--- config.mk ---
export PLATFORM = sky130hd
export DESIGN_NAME = pr_controller
export DESIGN_NICKNAME = d
export VERILOG_FILES = /design/src/rtl/pr_controller.sv
export SDC_FILE = /design/constraint.sdc
export NUM_CORES = 1
export LEC_CHECK = 0
export BUFFER_PORTS_ARGS = -buffer_cell sky130_fd_sc_hd__buf_2
export CAP_MARGIN = 20
export CORE_UTILIZATION = 61
export CTS_CLUSTER_SIZE = 16
export DETAILED_ROUTE_END_ITERATION = 7
export GPL_TIMING_DRIVEN = 0
export PLACE_DENSITY = 0.93
export SYNTH_ARGS = -nofsm -noshare
export SYNTH_HDL_FRONTEND = slang
export SYNTH_SLANG_ARGS = --single-unit
--- constraint.sdc ---
create_clock -name aclk -period 4.3 [get_ports aclk]
set_clock_uncertainty 0.05 [all_clocks]
set_input_delay 0.43 -clock aclk [delete_from_list [all_inputs] [get_ports aclk]]
set_output_delay 0.43 -clock aclk [all_outputs]
set_load 0.01 [all_outputs]
--- src/rtl/pr_controller.sv ---
// Partial-reconfiguration scheduler: tracks misses per operator, picks and drains a victim
// region, then runs the PR handshake to load the missing operator there.
module pr_controller #(
  parameter int unsigned OPERATOR_ID_WIDTH = 2,
  parameter int unsigned N_REGIONS         = 4,
  parameter int unsigned QDEPTH            = 4,
  parameter int unsigned MISS_THRESHOLD    = 3,
  parameter int unsigned PR_TIMEOUT        = 1024,
  localparam int unsigned PNTR_BITS = $clog2(QDEPTH),
  localparam int unsigned SW        = OPERATOR_ID_WIDTH + PNTR_BITS,
  localparam int unsigned RW        = (N_REGIONS > 1) ? $clog2(N_REGIONS) : 1
) (
  input  logic                         aclk,
  input  logic                         aresetn,
  input  logic                         miss_valid,
  input  logic [OPERATOR_ID_WIDTH-1:0] miss_oid,
  input  logic [N_REGIONS*SW-1:0]      region_stats_in,
  output logic [N_REGIONS-1:0]         region_block,
  output logic                         pr_req,
  output logic [RW-1:0]                pr_region,
  output logic [OPERATOR_ID_WIDTH-1:0] pr_oid,
  input  logic                         pr_done,
  input  logic                         pr_error,
  output logic                         pr_fail,
  output logic                         busy
);

  localparam int unsigned OW     = OPERATOR_ID_WIDTH;
  localparam int unsigned PB     = PNTR_BITS;
  localparam int unsigned N_OIDS = 2 ** OW;
  localparam int unsigned CW     = $clog2(MISS_THRESHOLD + 1);
  localparam int unsigned TW     = (PR_TIMEOUT > 2) ? $clog2(PR_TIMEOUT) : 1;

  typedef enum logic [1:0] {ST_IDLE, ST_SELECT, ST_DRAIN, ST_RECONF} state_t;

  state_t                 state;
  logic [N_REGIONS*SW-1:0] stats_q;
  logic [CW-1:0]          miss_cnt [N_OIDS];
  logic [OW-1:0]          target;
  logic                   zero_seen;
  logic [TW-1:0]          tcnt;

  logic                   trig;
  logic [OW-1:0]          trig_oid;
  logic                   resident;
  logic [RW-1:0]          victim;
  logic [PB-1:0]          min_load;
  logic [PB-1:0]          victim_load;
  logic                   timeout;
  logic                   resp_end;
  logic                   clr_en;

  // Lowest operator ID whose miss counter has saturated
  always_comb begin
    trig     = 1'b0;
    trig_oid = '0;
    for (int i = N_OIDS - 1; i >= 0; i--) begin
      if (miss_cnt[i] == CW'(MISS_THRESHOLD)) begin
        trig     = 1'b1;
        trig_oid = OW'(i);
      end
    end
  end

  // Residency check, least-loaded region (strict < keeps the lowest index on ties), victim load
  always_comb begin
    resident    = 1'b0;
    victim      = '0;
    min_load    = stats_q[0 +: PB];
    victim_load = '0;
    for (int i = 0; i < N_REGIONS; i++) begin
      if (stats_q[i*SW+PB +: OW] == target) resident = 1'b1;
      if (stats_q[i*SW +: PB] < min_load) begin
        min_load = stats_q[i*SW +: PB];
        victim   = RW'(i);
      end
      if (RW'(i) == pr_region) victim_load = stats_q[i*SW +: PB];
    end
  end

  assign timeout  = (tcnt == TW'(PR_TIMEOUT - 1));
  assign resp_end = (state == ST_RECONF) && (pr_done || pr_error || timeout);
  assign clr_en   = ((state == ST_SELECT) && resident) || resp_end;
  assign busy     = (state != ST_IDLE);

  // Saturating miss counters; a miss arriving in the clear cycle still counts
  always_ff @(posedge aclk or negedge aresetn) begin
    if (!aresetn) begin
      for (int i = 0; i < N_OIDS; i++) miss_cnt[i] <= '0;
    end else begin
      for (int i = 0; i < N_OIDS; i++) begin
        if (clr_en && (target == OW'(i))) begin
          miss_cnt[i] <= (miss_valid && (miss_oid == OW'(i))) ? CW'(1) : '0;
        end else if (miss_valid && (miss_oid == OW'(i)) &&
                     (miss_cnt[i] < CW'(MISS_THRESHOLD))) begin
          miss_cnt[i] <= miss_cnt[i] + CW'(1);
        end
      end
    end
  end

  always_ff @(posedge aclk or negedge aresetn) begin
    if (!aresetn) begin
      state        <= ST_IDLE;
      stats_q      <= '0;
      target       <= '0;
      zero_seen    <= 1'b0;
      tcnt         <= '0;
      region_block <= '0;
      pr_req       <= 1'b0;
      pr_region    <= '0;
      pr_oid       <= '0;
      pr_fail      <= 1'b0;
    end else begin
      stats_q <= region_stats_in;
      pr_fail <= 1'b0;
      case (state)
        ST_IDLE: begin
          if (trig) begin
            target <= trig_oid;
            state  <= ST_SELECT;
          end
        end
        ST_SELECT: begin
          if (resident) begin
            state <= ST_IDLE;
          end else begin
            pr_region    <= victim;
            pr_oid       <= target;
            region_block <= N_REGIONS'(1) << victim;
            zero_seen    <= 1'b0;
            state        <= ST_DRAIN;
          end
        end
        // Two consecutive empty samples absorb a dispatch already in flight
        ST_DRAIN: begin
          if (victim_load == '0) begin
            if (zero_seen) begin
              pr_req <= 1'b1;
              tcnt   <= '0;
              state  <= ST_RECONF;
            end else begin
              zero_seen <= 1'b1;
            end
          end else begin
            zero_seen <= 1'b0;
          end
        end
        ST_RECONF: begin
          if (resp_end) begin
            pr_fail      <= !pr_done;
            pr_req       <= 1'b0;
            region_block <= '0;
            state        <= ST_IDLE;
          end else begin
            tcnt <= tcnt + TW'(1);
          end
        end
        default: state <= ST_IDLE;
      endcase
    end
  end

endmodule

; Word-level counts from Yosys, hierarchy flattened
; Cells that the tools add are included.
[word_totals]
input_bits = 23
out_inout_bits = 11
ff_bits = 49
elab_cells = 148
[op_classes]
add_sub_neg = 5
order_cmp = 7
muxes = 55
reduce_logical = 38
bitwise_logic = 1
n_shift = 1
eq_ne = 27
[op_table]
columns = op, count
row1 = 2-bit 2-to-1 mux, 25
row2 = 10-bit 2-to-1 mux, 3
row3 = 2-bit equality test (second input constant), 10
row4 = 1-bit 2-to-1 mux, 20
row5 = 10-bit one-hot mux with 2 select lines, 1
row6 = 2-bit nonzero test, 8
row7 = 1-bit logical AND, 14
row8 = 2-bit != test (second input constant), 6
row9 = 4-bit AND reduction, 3
row10 = 10-bit by 1-bit adder with 10-bit output (second input constant), 1
row11 = 10-bit equality test (second input constant), 1
row12 = 2-bit zero test, 5
row13 = 2-bit by 1-bit adder with 2-bit output (second input constant), 4
row14 = 2-bit equality test, 4
row15 = 2-bit less-than comparator (second input constant), 4
row16 = 4-bit 2-to-1 mux, 2
row17 = 2-bit one-hot mux with 4 select lines, 1
row18 = 4-bit one-hot mux with 2 select lines, 1
row19 = 2-bit by 1-bit equality test with 1-bit output (second input constant), 3
row20 = 2-bit less-than comparator, 3
row21 = 2-bit AND reduction, 3
row22 = 2-bit equality test (first input constant), 2
row23 = 1-bit one-hot mux with 2 select lines, 2
row24 = 1-bit by 2-bit << shifter with 4-bit output (first input constant), 1
row25 = 5 further kinds, 7

; Longest topological paths before layout
; Gate-level depths: netlist (run 1).
[depth]
word_depth = 9
depth_mapped = 8
mapped_depth_nobuf = 8

; Least setup slack after synthesis (run 1)
; No wires, ideal clock.
[synth_path]
kind = register to register
startpoint = register tcnt[0]
endpoint = register miss_cnt[0] (netlist name)
synth_period_minus_slack_ps = 1915
required_ps = 4123
slack_ps = 2385
stages_incl_launch_ff = 9
setup_ps = 127
arrival_time_ps = 1739
n_path_buf = 2
path_cell_list = dfrtp_1 ha_1 and2_2 a31oi_4 or2_0 buf_2 clkbuf_8 a21oi_1 o2bb2a_1
[synth_via]
elab_chain_len = 6
word_cells_on_any_way = 7
cone_classes = 1 x eq/ne / 1 x mux / 5 x reduce/logical
[synth_lines]
columns = element, line_no
row1 = start: declaration, 41  ; logic [TW-1:0] tcnt;
row2 = start signal: assignment, 156  ; tcnt <= tcnt + TW'(1);
row3 = 10-bit equality test *, 81  ; assign timeout = (tcnt == TW'(PR_TIMEOUT - 1));
row4 = 1-bit logical OR *, 82  ; assign resp_end = (state == ST_RECONF) && (pr_done || pr_error || timeout);
row5 = 1-bit logical AND *, 82
row6 = 1-bit logical OR *, 83  ; assign clr_en = ((state == ST_SELECT) && resident) || resp_end;
row7 = 1-bit logical AND *, 92  ; if (clr_en && (target == OW'(i))) begin
row8 = 2-bit 2-to-1 mux / 2-bit nonzero test (equally long branches), n/a
row9 = end signal: indexed assignment, 93  ; miss_cnt[i] <= (miss_valid && (miss_oid == OW'(i))) ? CW'(1) : '0;
row10 = end signal: indexed assignment, 96  ; miss_cnt[i] <= miss_cnt[i] + CW'(1);
row11 = end: declaration, 38  ; logic [CW-1:0] miss_cnt [N_OIDS];
; Mark *: on every way between the ends. The rest lies on a longest branch, timed or not.
; A chain may end at the register's enable or synchronous reset.

; Worst setup path after layout (run 1)
[layout_path]
startpoint = register tcnt[0]
endpoint = register miss_cnt[2] (netlist name)
; The elaborated chain is that of the path after synthesis.

==> metrics.md, run 1 <==
| Metric | Value |
|---|---|
| Hold Buf Count CTS | 0 |
| EDFF count, synth | 0 |
| DRT Pass-1 Iters | 4 |
| Core Region | 0.00374 mm² |
| Fillers | 276 |
| DR vias | 1,843 |
| Worst Tran Pin Value | 696 ps |
| Final Non-Filler Cells | 322 |
| Ports | 34 |
| H-tree depth | 2 |
| RSZ-0062 raised after global routing | no |
| Peak VDD IR | 375 µV |
| Max Cap Viol | 0 |
| Placement Cell Area | 0.00266 mm² |
| Dpl cells | 313 |
| Post-synthesis cell type count | 50 |
| Post-synthesis sequential area ratio | 50.4% |
| Async SR Flop Fraction | 100% |
| Power Density | 578 mW/mm² |
| Final min period | 2120 ps |
| Worst EP required | 4440 ps |
| Place WS | 2190 ps |
| Post-CTS Setup Inserts | 0 |
| 1st-iter DRT viols | 102 |
| Rel. slew slack | 53.2% |
| Vias in the first global route | 1,821 |
| Initial antenna violation count | 0 |
| Post-route cell area | 0.00280 mm² |
| DRC viols | 0 |
| Final core occ | 74.7% |
| DR WL/cell | 14.5 µm |
| Critical Path, Cell by Cell | ha_1, and2_2, a31oi_4, or2_0, buf_2, clkbuf_8, a21oi_1, o2bb2a_1 |
| Status | finished clean |
| Syn Inst Count | 232 |
| Final hold vios | 0 |
| Dpl hpwl | 3450 µm |
| Worst Hold Class | in2reg |
| Worst-path fanout max | 10 |
| Max-slew violations | 0 |
| WS Path Type | reg2reg |
| Share of the synthesized area in the top cell type | 50.4% |
| Root buf cell | clkbuf_8 |
| Inserted Clock Buffers | 5 |
| GRT overflow | 0 |
| Share of cells above drive strength 1 | 21.5% |
| Horiz. Die Dim | 65.1 µm |
| Avg Cell Area, Syn | 10.5 µm² |
| Post-Synthesis Cell Area | 0.00243 mm² |
| Area leader, netlist | dfrtp_1 |
| Routed Antenna Nets | 0 |
| Setup tns final | 0 ps |
| Leakage | 1.30 nW |
| Worst setup SP type | flop |
| Diode count | 0 |
| Initial core utilization | 65.0% |
| Worst path buffer plus inverter count | 2 |
| Final setup violation count | 0 |
| Area delta synth->final | 14.9% |
| Syn nets | 265 |
| Die ar. | 0.00424 mm² |
| CP top delay family | compound AO/OA/AOI/OAI gates |
| CP Capture Type | flop |
| Slowest CP cell | dfrtp_1 |
| Top cells by area, synth | dfrtp_1 50%, ha_1 5.1%, nor2_1 4.5% |
| Deepest clock path buffer count | 2 |
| GRT Total Usage | 24.3% |
| Layout net count | 307 |
| Resized Gates After CTS | 0 |
| Reg2Reg Setup Slack | 2180 ps |
| Total wire length | 4670 µm |
| CTS tree | built |
| Via-to-Cell Ratio | 5.72 |
| Ys Warns | 0 |
| Max Clk Rate | 471 MHz |
| Final WS setup | 2180 ps |
| FF+latch count, synth | 49 |
| Reg clk slew, reported paths | 80 ps |
| First-pass GRT wire length | 7760 µm |
| CP max stage delay | 440 ps |
| Clk sinks | 49 |
| Final period util | 49.4% |
| Clock insertion delay at the later pin of the skew report | 300 ps |
| # rows | 22 |
| Ys flop type | dfrtp_1 |
| Largest net degree at the start of global routing | 50 |
| Final GP Congestion | 0.874 |
| PortBufs | 33 |
| Die Span Y | 65.1 µm |
| WP data arrival | 2260 ps |
## final cells by class
| type | count | area, µm² | share of cell area [%] |
|---|---|---|---|
| flip-flops and latches | 49 | 1230 | 43.9 |
| multi-input cells | 170 | 1130 | 40.6 |
| repair buffers | 35 | 195 | 6.98 |
| clock buffers | 5 | 68.8 | 2.46 |
| well taps | 48 | 60.1 | 2.15 |
| plain buffers | 5 | 42.5 | 1.52 |
| clock inverters | 2 | 38.8 | 1.39 |
| inverters | 8 | 30.0 | 1.07 |
## metrics by stage
stage | hold slack [ps] | power, mW
5_1_grt | 162 | 1.72
2_1_floorplan | 84.4 | 1.12
4_1_cts | 173 | 1.61
6_report | 183 | 1.61
3_3_place_gp | 410 | 1.26
3_5_place_dp | 420 | 1.29
## metal layers
metal | GRT usage [%] | part of all wire, %
met4 | 8.15 | 0.81
met3 | 5.73 | 3.2
met1 | 29.5 | 45
met5 | 0 | 0
met2 | 42.4 | 51
## flip-flops by register name, summed over array words and instances (netlist names), named ones only
register	flops
stats_q	16
tcnt	10
miss_cnt	8
region_block	4
pr_oid	2
pr_region	2
target	2
pr_fail	1
pr_req	1
state	1
zero_seen	1
## Yosys cell counts, types with 2 or more instances
cell type,n
a211o_1,5
a21oi_1,10
a31oi_1,3
buf_2,2
dfrtp_1,49
ha_1,10
inv_1,8
mux2_2,2
mux2i_1,4
nand2_1,21
nand2b_1,3
nand3_1,9
nand3b_1,2
nand4_1,2
nor2_1,29
nor2b_1,2
nor3_1,4
nor4_1,2
o211ai_1,2
o21ai_0,12
o22a_1,2
o22ai_1,2
o2bb2a_1,3
o31ai_1,2
or2_2,3
xnor2_1,4
xor2_1,12
## report_power, final
| group | switching (mW) | internal [mW] | leakage [nW] |
|---|---|---|---|
| combinational | 0.336 | 0.269 | 0.639 |
| clock | 0.146 | 0.172 | 0.0546 |
| sequential | 0.104 | 0.588 | 0.609 |
## path summary, 6_finish.rpt
check	startpoint	end	depth (start not counted)
min reg2reg	pr_req$_DFFE_PN0P_	pr_req$_DFFE_PN0P_	1
min in group asynchronous	aresetn	stats_q[5]$_DFF_PN0_	2
max in group asynchronous	aresetn	target[1]$_DFFE_PN0P_	3
max	tcnt[0]$_DFFE_PN0P_	miss_cnt[2]$_DFFE_PN0P_	8
min	region_stats_in[7]	stats_q[7]$_DFF_PN0_	1
max reg2reg	tcnt[0]$_DFFE_PN0P_	miss_cnt[2]$_DFFE_PN0P_	8
## cells by family after synthesis
kind of cell	Yosys count	share of synthesized area, %
simple gates	82	15.7
compound gates	55	16.5
flops	49	50.4
xor+xnor	16	5.76
buf+inv	13	2.98
fa+ha+maj	10	5.14
mux	7	3.50
## cell usage in the layout (no fill, tap or decap), types with 2 or more instances in the layout
master    count
nor4_1        2
a31oi_1       3
nor2_1       29
nor3_1        4
mux2i_1       4
o22a_1        2
buf_2        35
mux2_2        2
ha_1         10
o31ai_1       2
o21ai_0      12
o22ai_1       2
xor2_1       12
nand4_1       2
o2bb2a_1      3
a211o_1       5
nor2b_1       2
nand2_1      21
dfrtp_1      49
nand3_1       9
or2_2         3
inv_1         8
o211ai_1      2
nand3b_1      2
clkbuf_8      6
xnor2_1       4
nand2b_1      3
a21oi_1      10
(Power assumes the default switching activity.)
==> run 2, diff against run 1 <==
--- a/config.mk
+++ b/config.mk
@@ -7,11 +7,11 @@
 export LEC_CHECK = 0
 export BUFFER_PORTS_ARGS = -buffer_cell sky130_fd_sc_hd__buf_2
 export CAP_MARGIN = 20
-export CORE_UTILIZATION = 61
+export CORE_UTILIZATION = 51
 export CTS_CLUSTER_SIZE = 16
 export DETAILED_ROUTE_END_ITERATION = 7
 export GPL_TIMING_DRIVEN = 0
-export PLACE_DENSITY = 0.93
+export PLACE_DENSITY = 0.84
 export SYNTH_ARGS = -nofsm -noshare
 export SYNTH_HDL_FRONTEND = slang
 export SYNTH_SLANG_ARGS = --single-unit
==> constraint.sdc (replaced) <==
create_clock -name aclk -period 1.8 [get_ports aclk]
set_clock_uncertainty 0.05 [all_clocks]
set_input_delay 0.18 -clock aclk [delete_from_list [all_inputs] [get_ports aclk]]
set_output_delay 0.18 -clock aclk [all_outputs]
set_load 0.01 [all_outputs]
==> metrics.md, run 2 (synthesis results as in run 1) <==
| Metric | Value |
|---|---|
| Die Span Y | 71.1 µm (was 65.1 µm) |
| Horiz. Die Dim | 71.1 µm (was 65.1 µm) |
| Max reg flops | 16 (unchanged) |
| First-pass GRT wire length | 9310 µm (was 7760 µm) |
| Slowest CP cell | dfrtp_2 (was dfrtp_1) |
| Final hold vios | 0 (unchanged) |
| Final Non-Filler Cells | 367 (was 322) |
| RR Endpoint | pr_region[0]$_DFFE_PN0P_ (was miss_cnt[2]$_DFFE_PN0P_) |
| DR WL/cell | 18.4 µm (was 14.5 µm) |
| Root buf cell | clkbuf_8 (unchanged) |
| Power Density | 1350 mW/mm² (was 578 mW/mm²) |
| GRT Total Usage | 24.1% (was 24.3%) |
| Power Total | 4.67 mW (was 1.61 mW) |
| Final period util | 110% (was 49.4%) |
| RSZ-0062 raised after global routing | yes (was no) |
| Max Clk Rate | 503 MHz (was 471 MHz) |
| Leakage | 1.54 nW (was 1.30 nW) |
| Most flops, register | stats_q (unchanged) |
| Switch Pwr | 1.78 mW (was 0.585 mW) |
| Peak VDD IR | 835 µV (was 375 µV) |
| Reg2Reg Setup Slack | -190 ps (was 2180 ps) |
| H-tree depth | 2 (unchanged) |
| Core Region | 0.00447 mm² (was 0.00374 mm²) |
| Final GP Congestion | 0.853 (was 0.874) |
| CTS tree | built (unchanged) |
| Worst EP required | 1950 ps (was 4440 ps) |
| GRT overflow | 0 (unchanged) |
| Switching share of power | 38.1% (was 36.3%) |
| Most common cell after layout, fill and taps aside | dfrtp_1 (unchanged) |
| CP max stage delay | 460 ps (was 440 ps) |
| Largest net degree at the start of global routing | 50 (unchanged) |
| Most used cell, CP | a31oi_1 |
| Sequential group share of total power | 35.6% (was 42.8%) |
| Top sig layer | met4 (unchanged) |
| # rows | 24 (was 22) |
| Placement Cell Area | 0.00268 mm² (was 0.00266 mm²) |
| Status | finished, violations left (was finished clean) |
| Initial antenna violation count | 0 (unchanged) |
| Final setup violation count | 11 (was 0) |
| Clk sinks | 49 (unchanged) |
| Total wire length | 6750 µm (was 4670 µm) |
| Layout net count | 347 (was 307) |
| Dpl cells | 317 (was 313) |
| Post-route cell area | 0.00346 mm² (was 0.00280 mm²) |
| Area delta synth->final | 42.1% (was 14.9%) |
| DRC viols | 0 (unchanged) |
| Final WS setup | -188 ps (was 2180 ps) |
| Failing checks | setup timing |
| Reg2reg path depth | 7 (was 8) |
| Dpl hpwl | 3160 µm (was 3450 µm) |
| PortBufs | 33 (unchanged) |
| Via-to-Cell Ratio | 5.91 (was 5.72) |
| Vias in the first global route | 2,030 (was 1,821) |
| DR WL met3 | 430 µm (was 148 µm) |
| Worst path buffer plus inverter count | 1 (was 2) |
| Routed Antenna Nets | 0 (unchanged) |
| Reg clk slew, reported paths | 90 ps (was 80 ps) |
| DRT Pass-1 Iters | 7 (was 4) |
| Combinational power share | 46.8% (was 37.5%) |
| Internal power | 2.89 mW (was 1.03 mW) |
| Worst Hold Class | in2async (was in2reg) |
| WL met1 | 2640 µm (was 2120 µm) |
| Diode count | 0 (unchanged) |
| Final min period | 1990 ps (was 2120 ps) |
| WP data arrival | 2140 ps (was 2260 ps) |
| Top Registers | stats_q (16), tcnt (10), miss_cnt (8) (unchanged) |
| Clock insertion delay at the later pin of the skew report | 310 ps (was 300 ps) |
| Inserted Clock Buffers | 5 (unchanged) |
| Critical Path, Cell by Cell | ha_4, o21bai_2, buf_4, a31oi_1, or2_4, nand2_1, a31oi_1 (was ha_1, and2_2, a31oi_4, or2_0, buf_2, clkbuf_8, a21oi_1, o2bb2a_1) |
| Initial core utilization | 54.4% (was 65.0%) |
| WS Path Type | reg2reg (unchanged) |
| Metal2 WL | 3500 µm (was 2360 µm) |
| Rel. slew slack | 71.5% (was 53.2%) |
| DR vias | 2,168 (was 1,843) |
| 1st-iter DRT viols | 177 (was 102) |
| Share of cells above drive strength 1 | 38.4% (was 21.5%) |
| Setup tns final | -609 ps (was 0 ps) |
| Worst-path fanout max | 3 (was 10) |
| Clock share of power | 17.6% (was 19.7%) |
| CP Capture Type | flop (unchanged) |
| Die ar. | 0.00505 mm² (was 0.00424 mm²) |
| Most frequent cells in the layout | 47 x dfrtp_1, 33 x buf_2, 27 x nor2_1 (was 49 x dfrtp_1, 35 x buf_2, 29 x nor2_1) |
| Deepest clock path buffer count | 2 (unchanged) |
| Max Cap Viol | 0 (unchanged) |
| Max-slew violations | 0 (unchanged) |
| Worst setup SP type | flop (unchanged) |
| Ports | 34 (unchanged) |
| CP top delay family | compound AO/OA/AOI/OAI gates (unchanged) |
| R2r startpoint | stats_q[5]$_DFF_PN0_ (was tcnt[0]$_DFFE_PN0P_) |
| Worst Tran Pin Value | 427 ps (was 696 ps) |
[run 2: cell types whose count changed in the layout (fill, tap and decap cells not counted), sizes merged]
cell	change
clkbuf	+1
buf	+24
inv	-1
dlygate4sd3	+17
[run 2: per-layer routing]
layer  up-vias  GRT usage [%]
li1        990              -
met1      1052           28.9
met2       107           40.8
met3        19           6.41
met4         0           10.9
met5         -              0
[run 2: how the worst max path moves through the flow]
stage | cells past startpoint | end | slack, ps | startpoint
floorplan | 7 | miss_cnt[6]$_DFFE_PN0P_ | -40 | tcnt[0]$_DFFE_PN0P_
global placement | 8 | miss_cnt[0]$_DFFE_PN0P_ | -170 | tcnt[0]$_DFFE_PN0P_
detailed placement | 8 | miss_cnt[0]$_DFFE_PN0P_ | -200 | tcnt[0]$_DFFE_PN0P_
CTS | 7 | region_block[2]$_DFFE_PN0P_ | -110 | stats_q[1]$_DFF_PN0_
global route | 7 | pr_region[0]$_DFFE_PN0P_ | -270 | stats_q[5]$_DFF_PN0_
finish | 7 | pr_region[0]$_DFFE_PN0P_ | -190 | stats_q[5]$_DFF_PN0_
[run 2: worst register-to-register path, delay by kind of cell (launching register included)]
kind            cells  cell delay, ps
compound gates      3             650
flops               1             460
fa+ha+maj           1             290
simple gates        2             280
buf+inv             1             150
[run 2: power groups by stage]
stage	Sequential, mW	Combinational (mW)	Clock (mW)
2_1_floorplan	1.66	1.05	0
3_3_place_gp	1.66	1.39	0
3_5_place_dp	1.68	1.44	0
4_1_cts	1.63	1.75	0.816
5_1_grt	1.69	2.35	0.874
6_report	1.66	2.19	0.821
[run 2: what timing repair did]
action / in CTS / in global routing
buffers inserted: 14 / 10
hold buffers: 17 / 1
gates resized for setup: 26 / 33
setup endpoints to repair: 26 / 21
pin swaps: 18 / 16
cloned: 0 / 0
hold endpoints to repair: 17 / 12
[run 2: layout make-up]
type	count	area, µm²
sequential	49	1230
multi-input combinational	170	1410
clock buffer	7	86.3
clock inverter	1	30.0
inverter	8	30.0
buffer	4	41.3
timing repair buffer	76	562
tap	52	65.1
fill	241	1020
[run 2: through the flow]
stage | hold slack (ps) | util, % | setup slack (ps)
global placement | 237 | 59.8 | -165
detailed placement | 239 | 59.8 | -195
CTS | 47.6 | 71.4 | -113
finish | 227 | 77.3 | -188
global route | 278 | 77.3 | -266
floorplan | -166 | - | -42.9
==> run 3, diff against run 2 <==
--- a/config.mk
+++ b/config.mk
@@ -7,7 +7,9 @@
 export LEC_CHECK = 0
 export BUFFER_PORTS_ARGS = -buffer_cell sky130_fd_sc_hd__buf_2
 export CAP_MARGIN = 20
-export CORE_UTILIZATION = 51
+export CELL_PAD_IN_SITES_DETAIL_PLACEMENT = 1
+export CELL_PAD_IN_SITES_GLOBAL_PLACEMENT = 1
+export CORE_UTILIZATION = 40
 export CTS_CLUSTER_SIZE = 16
 export DETAILED_ROUTE_END_ITERATION = 7
 export GPL_TIMING_DRIVEN = 0
==> metrics.md, run 3 (synthesis results as in run 1) <==
| Metric | Value |
|---|---|
| Max reg flops | 16 (unchanged) |
| 1st-iter DRT viols | 60 (was 177) |
| Horiz. Die Dim | 80.0 µm (was 71.1 µm) |
| WP data arrival | 2160 ps (was 2140 ps) |
| CP Capture Type | flop (unchanged) |
| H-tree depth | 2 (unchanged) |
| Worst setup SP type | flop (unchanged) |
| Total wire length | 8520 µm (was 6750 µm) |
| Die Span Y | 80.0 µm (was 71.1 µm) |
| Max-slew violations | 0 (unchanged) |
| Inserted Clock Buffers | 5 (unchanged) |
| Final period util | 111% (was 110%) |
| Setup tns final | -781 ps (was -609 ps) |
| Top Registers | stats_q (16), tcnt (10), miss_cnt (8) (unchanged) |
| Reg clk slew, reported paths | 100 ps (was 90 ps) |
| Worst Tran Pin Value | 517 ps (was 427 ps) |
| WS Path Type | reg2reg (unchanged) |
| Ports | 34 (unchanged) |
| Multi-input logic area | 0.00146 mm² (was 0.00141 mm²) |
| Final GP Congestion | 0.768 (was 0.853) |
| Via-to-Cell Ratio | 5.62 (was 5.91) |
| Rel. slew slack | 65.5% (was 71.5%) |
| Failing checks | setup timing (unchanged) |
| Worst-path fanout max | 7 (was 3) |
| RSZ-0062 raised after global routing | yes (unchanged) |
| DR WL/cell | 21.8 µm (was 18.4 µm) |
| DR vias | 2,199 (was 2,168) |
| Routed Antenna Nets | 0 (unchanged) |
| Die ar. | 0.00640 mm² (was 0.00505 mm²) |
| Root buf cell | clkbuf_8 (unchanged) |
| Max Clk Rate | 499 MHz (was 503 MHz) |
| DRC viols | 0 (unchanged) |
| Max Cap Viol | 0 (unchanged) |
| Most frequent cells in the layout | 47 x dfrtp_1, 33 x buf_2, 28 x nor2_1 (was 47 x dfrtp_1, 33 x buf_2, 27 x nor2_1) |
| Diode count | 0 (unchanged) |
| Layout net count | 348 (was 347) |
| Area delta synth->final | 45.5% (was 42.1%) |
| Status | finished, violations left (unchanged) |
| Largest net degree at the start of global routing | 50 (unchanged) |
| First-pass GRT wire length | 10,800 µm (was 9310 µm) |
| Clock insertion delay at the later pin of the skew report | 320 ps (was 310 ps) |
| Most common cell after layout, fill and taps aside | dfrtp_1 (unchanged) |
| Share of cells above drive strength 1 | 40.5% (was 38.4%) |
| Final min period | 2000 ps (was 1990 ps) |
| Power Density | 1410 mW/mm² (was 1350 mW/mm²) |
| Worst Hold Class | in2reg (was in2async) |
| Final hold vios | 0 (unchanged) |
| DRT Pass-1 Iters | 4 (was 7) |
| Seq. cell area | 0.00123 mm² (unchanged) |
| GRT overflow | 0 (unchanged) |
| Final WS setup | -204 ps (was -188 ps) |
| Fillers | 624 (was 241) |
| Most flops, register | stats_q (unchanged) |
| PortBufs | 33 (unchanged) |
| Peak VDD IR | 727 µV (was 835 µV) |
| Deepest clock path buffer count | 2 (unchanged) |
| Clk sinks | 49 (unchanged) |
| Initial antenna violation count | 0 (unchanged) |
| Initial core utilization | 41.3% (was 54.4%) |
| Dpl hpwl | 4040 µm (was 3160 µm) |
| Vias in the first global route | 2,299 (was 2,030) |
| Leakage | 1.56 nW (was 1.54 nW) |
| Power Total | 5.00 mW (was 4.67 mW) |
| GRT Total Usage | 22.7% (was 24.1%) |
| Final setup violation count | 12 (was 11) |
| Core Region | 0.00589 mm² (was 0.00447 mm²) |
| CTS tree | built (unchanged) |
| Worst EP required | 1960 ps (was 1950 ps) |
| # rows | 28 (was 24) |
-- run 3: final cells by class --
cell class / count / area share (%)
buffer: 4 / 1.56
clock buffer: 5 / 1.94
clock inverter: 3 / 1.24
inverter: 8 / 0.848
multi-input combinational: 170 / 41.1
sequential: 49 / 34.7
tap: 75 / 2.65
timing repair buffer: 77 / 15.9
-- run 3: repair_timing --
item,in CTS,in global routing
hold endpoints to repair,17,19
setup endpoints to repair,27,24
hold buffers,17,1
setup buffers,15,10
pin swaps,13,12
resized for setup,26,43
-- run 3: layer usage --
layer	wire length [µm]	GRT usage, %	vias to the layer above
li1	-	-	981
met1	3040	23.6	1132
met2	4840	44.4	56
met3	228	3.89	30
met4	409	8.93	0
met5	0	0	-
-- run 3: final timing paths --
path,start,end,slack [ps],cells after the start
min reg2reg,pr_req$_DFFE_PN0P_,pr_req$_DFFE_PN0P_,460,1
max reg2reg,target[1]$_DFFE_PN0P_,miss_cnt[4]$_DFFE_PN0P_,-200,6
min,miss_oid[1],miss_cnt[1]$_DFFE_PN0P_,280,5
max,target[1]$_DFFE_PN0P_,miss_cnt[4]$_DFFE_PN0P_,-200,6
min in group asynchronous,aresetn,stats_q[7]$_DFF_PN0_,330,2
max in group asynchronous,aresetn,tcnt[0]$_DFFE_PN0P_,800,3
-- run 3: where the power goes --
group | switching (mW) | internal [mW]
combinational | 1.36 | 1.11
sequential | 0.282 | 1.41
clock | 0.426 | 0.418
total | 2.07 | 2.93
-- run 3: per-stage QoR --
| stage | worst slack, ps | util, % | hold WS (ps) | area (µm²) | std cells |
|---|---|---|---|---|---|
| CTS | -111 | 54.5 | 48.8 | 3210 | 379 |
| detailed placement | -238 | 46.0 | 240 | 2710 | 340 |
| global route | -213 | 60.1 | 315 | 3540 | 391 |
| finish | -204 | 60.1 | 283 | 3540 | 391 |
| floorplan | -42.9 | - | -166 | 2450 | 232 |
| global placement | -226 | 46.0 | 238 | 2710 | 340 |
-- run 3: worst max-delay path, cell delays in order, from the launching register on --
cell and delay (ps):
dfrtp_1 430, buf_6 160, xor2_2 200, o22a_2 300, a211o_1 350, o211ai_1 140, o2bb2a_2 260
